## src/rtl/fetch_sequencer.sv

```systemverilog
// fetch_sequencer: owns the PC, fetches from sync-read imem, buffers instructions for decode
module fetch_sequencer #(
    parameter int BIN_DIG = 32,
    parameter int MEM_SIZE = 256,
    parameter int FIFO_DEPTH = 4,
    parameter logic [BIN_DIG-1:0] RESET_PC = '0,
    localparam int AW = $clog2(MEM_SIZE)
) (
    input  logic               clk,
    input  logic               rst_n,
    output logic               imem_en,
    output logic [AW-1:0]      imem_addr,
    input  logic [BIN_DIG-1:0] imem_rdata,
    input  logic               redirect_valid,
    input  logic [BIN_DIG-1:0] redirect_pc,
    input  logic               halt,
    output logic               inst_valid,
    output logic [BIN_DIG-1:0] inst,
    output logic [BIN_DIG-1:0] inst_pc,
    input  logic               inst_ready,
    output logic               halted
);
    localparam int PW = $clog2(FIFO_DEPTH);
    typedef enum logic [1:0] {BOOT, RUN, HALTED} state_t;
    state_t state, state_next;
    logic [BIN_DIG-1:0] pc, req_pc;
    logic resp_pending;
    logic [BIN_DIG-1:0] buf_inst [FIFO_DEPTH];
    logic [BIN_DIG-1:0] buf_pc [FIFO_DEPTH];
    logic [PW-1:0] wr_ptr, rd_ptr;
    logic [PW:0] count;
    logic flush, issue, push, pop;
    assign flush = redirect_valid && state != BOOT;
    assign issue = state == RUN && !halt && !redirect_valid &&
                   (count + (PW+1)'(resp_pending)) < (PW+1)'(FIFO_DEPTH);
    assign push = resp_pending && !flush;
    assign pop = inst_valid && inst_ready;
    assign imem_en = issue;
    assign imem_addr = pc[AW+1:2];
    assign inst_valid = count != '0;
    assign inst = buf_inst[rd_ptr];
    assign inst_pc = buf_pc[rd_ptr];
    assign halted = state == HALTED;
    // state register
    always_ff @(posedge clk or negedge rst_n) begin
        if (!rst_n) state <= BOOT;
        else state <= state_next;
    end
    // next-state: boot lasts one cycle, halt waits for the outstanding response to land
    always_comb begin
        state_next = state;
        case (state)
            BOOT:    state_next = RUN;
            RUN:     if (halt && !resp_pending) state_next = HALTED;
            HALTED:  if (!halt) state_next = RUN;
            default: state_next = BOOT;
        endcase
    end
    // PC and request tracking; a redirect drops any in-flight response
    always_ff @(posedge clk or negedge rst_n) begin
        if (!rst_n) begin
            pc <= RESET_PC;
            req_pc <= '0;
            resp_pending <= 1'b0;
        end else begin
            pc <= flush ? redirect_pc & ~BIN_DIG'(3) : issue ? pc + BIN_DIG'(4) : pc;
            req_pc <= issue ? pc : req_pc;
            resp_pending <= issue;
        end
    end
    // instruction buffer; pops in the flush cycle still complete before clearing
    always_ff @(posedge clk or negedge rst_n) begin
        if (!rst_n) begin
            for (int i = 0; i < FIFO_DEPTH; i++) begin
                buf_inst[i] <= '0;
                buf_pc[i] <= '0;
            end
            wr_ptr <= '0;
            rd_ptr <= '0;
            count <= '0;
        end else if (flush) begin
            wr_ptr <= '0;
            rd_ptr <= '0;
            count <= '0;
        end else begin
            if (push) begin
                buf_inst[wr_ptr] <= imem_rdata;
                buf_pc[wr_ptr] <= req_pc;
            end
            wr_ptr <= push ? wr_ptr + PW'(1) : wr_ptr;
            rd_ptr <= pop ? rd_ptr + PW'(1) : rd_ptr;
            count <= count + (PW+1)'(push) - (PW+1)'(pop);
        end
    end
endmodule
```

## config.mk

```make
export PLATFORM = sky130hd
export DESIGN_NAME = fetch_sequencer
export DESIGN_NICKNAME = d
export VERILOG_FILES = /design/src/rtl/fetch_sequencer.sv
export SDC_FILE = /design/constraint.sdc
export NUM_CORES = 1
export LEC_CHECK = 0
export ABC_AREA = 0
export CORE_MARGIN = 4
export CORE_UTILIZATION = 35
export CTS_CLUSTER_SIZE = 8
export DETAILED_ROUTE_END_ITERATION = 8
export PLACE_DENSITY_LB_ADDON = 0.2
export SYNTH_ARGS = -nofsm -noshare
export SYNTH_HDL_FRONTEND = slang
export SYNTH_SLANG_ARGS = --single-unit
```

## constraint.sdc

```tcl
create_clock -name clk -period 2.8 [get_ports clk]
set_input_delay 0.42 -clock clk [delete_from_list [all_inputs] [get_ports clk]]
set_output_delay 0.42 -clock clk [all_outputs]
set_load 0.02 [all_outputs]
```

==> qor.txt, run 1 <==
Initial Util: 35.5%
die boundary width: 209 µm
Final HPWL DP: 21.2 mm
fmax: 0.368 GHz
max-cap violation count: 0
final instance area: 17700 µm²
Total Wirelength: 33.5 mm
largest cells by area after synthesis: dfrtp_1, mux2_2, mux4_2
Async SR Flop Fraction: 100%
H-tree levels: 2
clk_lat worst skew: 550 ps
warnings from Yosys: 0
total power: 18.4 mW
initial antenna violation count: 0
Setup-failing EPs final: 0
final-stage net count: 1232
# diodes: 0
Seq/Total Area, Yosys: 56.3%
count of cell types in the netlist: 48
Worst setup EP type: output port
footprint of the multi-input gates: 5910 µm²
Reg clk slew, reported paths: 50 ps
Synth Cell Area: 14100 µm²
WHS: 418 ps
vias: 8657
Post-synth EDFFs: 0
syn_area_per_cell: 14.2 µm²
fillcell total: 3654
clock skew: 19.9 ps
TritonCTS Buffers: 45
Core ar.: 39800 µm²
DRC: 0
leading area contributor after synthesis: dfrtp_1
outcome: finished, final reports clean
Place WS: 229 ps
Power Density: 1040 nW/µm²
Syn Inst Count: 998
routability cong.: 0.823
flop and latch count out of synthesis: 318
Antenna Nets Post-Route: 0
die height: 209 µm
fin worst setup slack: 81.9 ps
worst slew pin tran: 657 ps
Max Slew Vio Count: 0
GRT Residual Overflow: 0
worst rel slew slack: 56.2%
final hold vios: 0
Rows: 73
Iter 0 DRT Violations: 396
TritonCTS clock tree: yes
Via density: 5.14
commonest cells in the netlist: dfrtp_1, mux2_2, nand2_1
FF+latch area: 7960 µm²
Hold/Removal Path Class: in -> reg
I/O Buffers: 139
Leak: 8.23 nW
total clock sinks: 318
synthesis-to-finish area growth: 24.9%
Tcrit/Tclk final: 97.1%
Synth Flop Type: dfrtp_1
vias in the first global route: 9317
Tot GR Track Use: 15.6%
Max Buffers Root-to-Sink: 3
placed cell area: 16400 µm²
critical setup path kind: reg -> out
layout cell share with drive strength beyond 1: 36.1%
Root Driver: clkbuf_16
WL/cell: 19.9 µm
Die ar.: 43700 µm²
crit path DAT: 2300 ps
first-pass GRT wire length: 54.4 mm
unrepaired setup endpoints after global routing: false
CP required: 2380 ps
worst-path fanout max: 10
min Tclk post-route: 2720 ps
count leader, synth: dfrtp_1
Pre-antenna DRT Iters: 4
Worst VDD drop: 0.429 mV
largest net degree at the start of global routing: 77
crit start category: register
share of the synthesized area in the top cell type: 56.3%
Ports: 144
setup_tns: 0 ps
path summary, 6_finish.rpt:
kind	cells past startpoint	startpoint	slack, ps	endpoint
min in group asynchronous	2	rst_n	460	buf_inst[100]$_DFFE_PN0P_
max reg2reg	10	count[1]$_DFF_PN0_	410	count[2]$_DFF_PN0_
min reg2reg	1	buf_inst[50]$_DFFE_PN0P_	500	buf_inst[50]$_DFFE_PN0P_
min	3	redirect_pc[15]	420	pc[15]$_DFFE_PN0P_
max	4	rd_ptr[0]$_DFFE_PN0P_	80	inst_pc[13]
max in group asynchronous	3	rst_n	1480	req_pc[31]$_DFFE_PN0P_
cell families after synthesis:
| group | after synthesis | synth area share (%) |
|---|---|---|
| other | 1 | 0.0265 |
| muxes | 313 | 29.8 |
| adders and majority gates | 8 | 0.761 |
| DFF | 318 | 56.3 |
| xor gates and xnor gates | 20 | 1.24 |
| buffers and inverters | 77 | 2.40 |
| and+or+nand+nor | 199 | 6.73 |
| AOI/OAI and AO/OA | 62 | 2.72 |
routing by layer:
layer	share of wire (%)	global-route usage [%]	routed length, µm
met1	47	22.3	15700
met2	47	24.7	15600
met3	4.2	2.61	1420
met4	2.2	4.39	730
met5	0	0	0
cell usage in the layout, fill, tap and decap left out, types with 3 or more instances in the layout:
cell / count
and2_1: 3
clkdlybuf4s50_1: 78
dfrtp_1: 316
nor4_1: 6
buf_4: 17
o21ai_1: 3
ha_1: 7
clkdlybuf4s15_1: 4
a21oi_1: 9
inv_1: 9
dlymetal6s2s_1: 4
xor2_1: 6
nor2_1: 17
nand4_1: 9
nand3_1: 16
o21a_1: 3
a31oi_1: 5
clkbuf_16: 46
nand3_4: 4
mux2i_1: 3
o211ai_1: 3
clkdlybuf4s15_2: 4
a311oi_1: 3
o21ai_0: 22
buf_12: 16
nand2_1: 111
mux4_2: 62
nor3_1: 9
and4_1: 5
mux2_2: 248
dlygate4sd2_1: 46
xnor2_1: 14
through the flow:
| stage | utilization (%) | cells |
|---|---|---|
| 2_1_floorplan | - | 999 |
| 3_3_place_gp | 41.2 | 1628 |
| 3_5_place_dp | 41.2 | 1628 |
| 4_1_cts | 44.4 | 1683 |
| 5_1_grt | 44.3 | 1683 |
| 6_report | 44.3 | 1683 |
cell type report:
cell class	instances	area share (%)
Inverter	10	0.213
Multi-Input combinational cell	604	33.5
Clock buffer	48	6.62
Timing Repair Buffer	176	10.7
Sequential cell	318	45.1
Tap cell	525	3.72
Clock inverter	2	0.205
state kept, by name (all words and copies together) (netlist names):
name,flops
rd_ptr,2
req_pc,30
pc,30
state,2
count,3
wr_ptr,2
buf_inst,128
resp_pending,1
buf_pc,120
report_power, final:
| part | leakage, nW | internal, mW | switching, mW | total, mW |
|---|---|---|---|---|
| Combinational | 3.43 | 3.25 | 3.02 | 6.28 |
| Sequential | 4.20 | 6.05 | 1.24 | 7.29 |
| Clock | 0.592 | 2.92 | 1.90 | 4.82 |
repair_timing:
action / 4_1_cts / 5_1_grt
hold buffers: 1 / 0
setup buffers: 3 / 0
hold endpoints to repair: 68 / 0
gates cloned: 1 / 0
resized for setup: 73 / 6
setup endpoints to repair: 59 / 6
critical path, cell delays in order, from the launching register on:
cell             delay [ps]
dfrtp_4                 500
buf_12                  140
bufbuf_16               300
mux4_2                  500
clkdlybuf4s15_1         310
No activity file was read; power rests on OpenSTA's default activity.
==> run 2: changes to the inputs <==
--- a/config.mk
+++ b/config.mk
@@ -6,6 +6,7 @@
 export NUM_CORES = 1
 export LEC_CHECK = 0
 export ABC_AREA = 0
+export CORE_ASPECT_RATIO = 1.25
 export CORE_MARGIN = 4
 export CORE_UTILIZATION = 35
 export CTS_CLUSTER_SIZE = 8
==> qor.txt, run 2 (same netlist as run 1, synthesis figures left out) <==
delay-heaviest family, CP: buffers and inverters
Total Wirelength: 32.6 mm
Max Buffers Root-to-Sink: 3
TritonCTS Buffers: 46
clk_lat worst skew: 540 ps
Power Density: 1040 nW/µm²
total clock sinks: 318
Setup-failing EPs final: 0
largest net degree at the start of global routing: 79
Worst setup EP type: output port
critical setup path kind: reg -> out
# placed instances: 1608
# diodes: 0
post-route non-filler standard cell count: 1663
slowest stage delay, CP: 560 ps
Worst VDD drop: 0.496 mV
setup_tns: 0 ps
Antenna Nets Post-Route: 0
final hold vios: 0
WHS: 422 ps
Tcrit/Tclk final: 97.5%
I/O Buffers: 139
biggest regs: buf_inst: 128 flops, buf_pc: 120 flops
vias in the first global route: 9172
crit-path cells: buf_12, mux4_2, clkdlybuf4s50_1
Ports: 144
Iter 0 DRT Violations: 329
launching point of the worst reg2reg path: count[1]$_DFF_PN0_
vias: 8589
worst rel slew slack: 57.0%
Pre-antenna DRT Iters: 4
GRT Residual Overflow: 0
worst hold start: redirect_pc[15]
crit path launch: rd_ptr[0]$_DFFE_PN0P_
Rows: 82
most common cell after layout, fill and taps aside: dfrtp_1
met2 Track Usage GR: 24.7%
first-pass GRT wire length: 52.4 mm
Worst path slowest cell: clkdlybuf4s50_1
max-cap violation count: 0
final-stage net count: 1230
routability cong.: 0.842
max reg flops: 128
most frequent cells in the layout: dfrtp_1, mux2_2, nand2_1
Initial Util: 35.3%
outcome: finished, final reports clean
DRC: 0
die boundary width: 188 µm
WL/cell: 19.6 µm
GR peak layer: met2
Tot GR Track Use: 15.0%
Via density: 5.16
worst-path fanout max: 18
clock skew: 14.0 ps
Die ar.: 43700 µm²
TritonCTS clock tree: yes
min Tclk post-route: 2730 ps
Leak: 8.36 nW
fillcell total: 3726
initial antenna violation count: 0
die height: 233 µm
met3 Use GR: 3.05%
synthesis-to-finish area growth: 24.6%
fmax: 0.366 GHz
Hold/Removal Path Class: in -> reg
H-tree levels: 2
CP required: 2380 ps
Max Slew Vio Count: 0
worst path buffer plus inverter count: 2
unrepaired setup endpoints after global routing: false
worst slew pin tran: 645 ps
Root Driver: clkbuf_16
crit start category: register
met1 global-route usage: 20.0%
Final HPWL DP: 20.4 mm
Reg clk slew, reported paths: 50 ps
layout cell share with drive strength beyond 1: 35.5%
Core ar.: 40000 µm²
crit path DAT: 2310 ps
Most flops, register: buf_inst
## run 2: report_power, final
group          internal (mW)  total [mW]  switching, mW
registers               6.05        7.25           1.20
clock network           2.93        4.82           1.89
logic                   3.24        6.23           2.99
## run 2: final timing paths
| check | slack [ps] | cells after the start | to |
|---|---|---|---|
| worst max-delay path | 70 | 3 | inst[23] |
| worst min-delay path | 420 | 3 | pc[15]$_DFFE_PN0P_ |
| worst max register to register | 430 | 10 | count[2]$_DFF_PN0_ |
| worst min register to register | 500 | 1 | buf_inst[43]$_DFFE_PN0P_ |
| max in group asynchronous | 1470 | 3 | pc[6]$_DFFE_PN0P_ |
| min in group asynchronous | 490 | 2 | buf_inst[68]$_DFFE_PN0P_ |
## run 2: final cells by class
cell class / instances / area, µm² / area share [%]
inverter: 10 / 37.5 / 0.213
tap: 504 / 631 / 3.58
timing repair buffer: 173 / 1850 / 10.5
clock inverter: 4 / 42.5 / 0.242
multi-input combinational: 604 / 5910 / 33.6
sequential: 318 / 7970 / 45.2
clock buffer: 50 / 1180 / 6.68
## run 2: metal layers
| layer | part of all wire, % | vias to the layer above | wire (µm) |
|---|---|---|---|
| li1 | - | 3922 | - |
| met1 | 45 | 4413 | 14500 |
| met2 | 48 | 194 | 15700 |
| met3 | 4.6 | 60 | 1500 |
| met4 | 2.6 | 0 | 835 |
| met5 | 0 | - | 0 |
## run 2: worst register-to-register path, cell delays in order (launching register included)
cell and delay (ps):
dfrtp_1 440, or3_1 390, and2_1 190, ha_1 270, inv_1 60, ha_1 130, inv_1 50, fa_1 370
xor2_1 170, xnor2_1 140, nor2_1 50
## run 2: what timing repair did
item,CTS,global route
gates resized for setup,44,17
endpoints found under the setup margin,44,17
hold endpoints to repair,69,0
setup buffers,0,0
pin swaps,0,0
hold buffers,1,0
## run 2: stage by stage
| step | setup slack (ps) | util [%] | area [µm²] | total power [mW] |
|---|---|---|---|---|
| after floorplan | 270 | - | 14100 | 11.2 |
| after global placement | 196 | 40.9 | 16400 | 13.9 |
| after detailed placement | 215 | 40.9 | 16400 | 14.0 |
| after CTS | -2.51 | 43.9 | 17600 | 18.7 |
| after global routing | 1.04 | 44.0 | 17600 | 19.4 |
| final | 69.1 | 44.0 | 17600 | 18.3 |
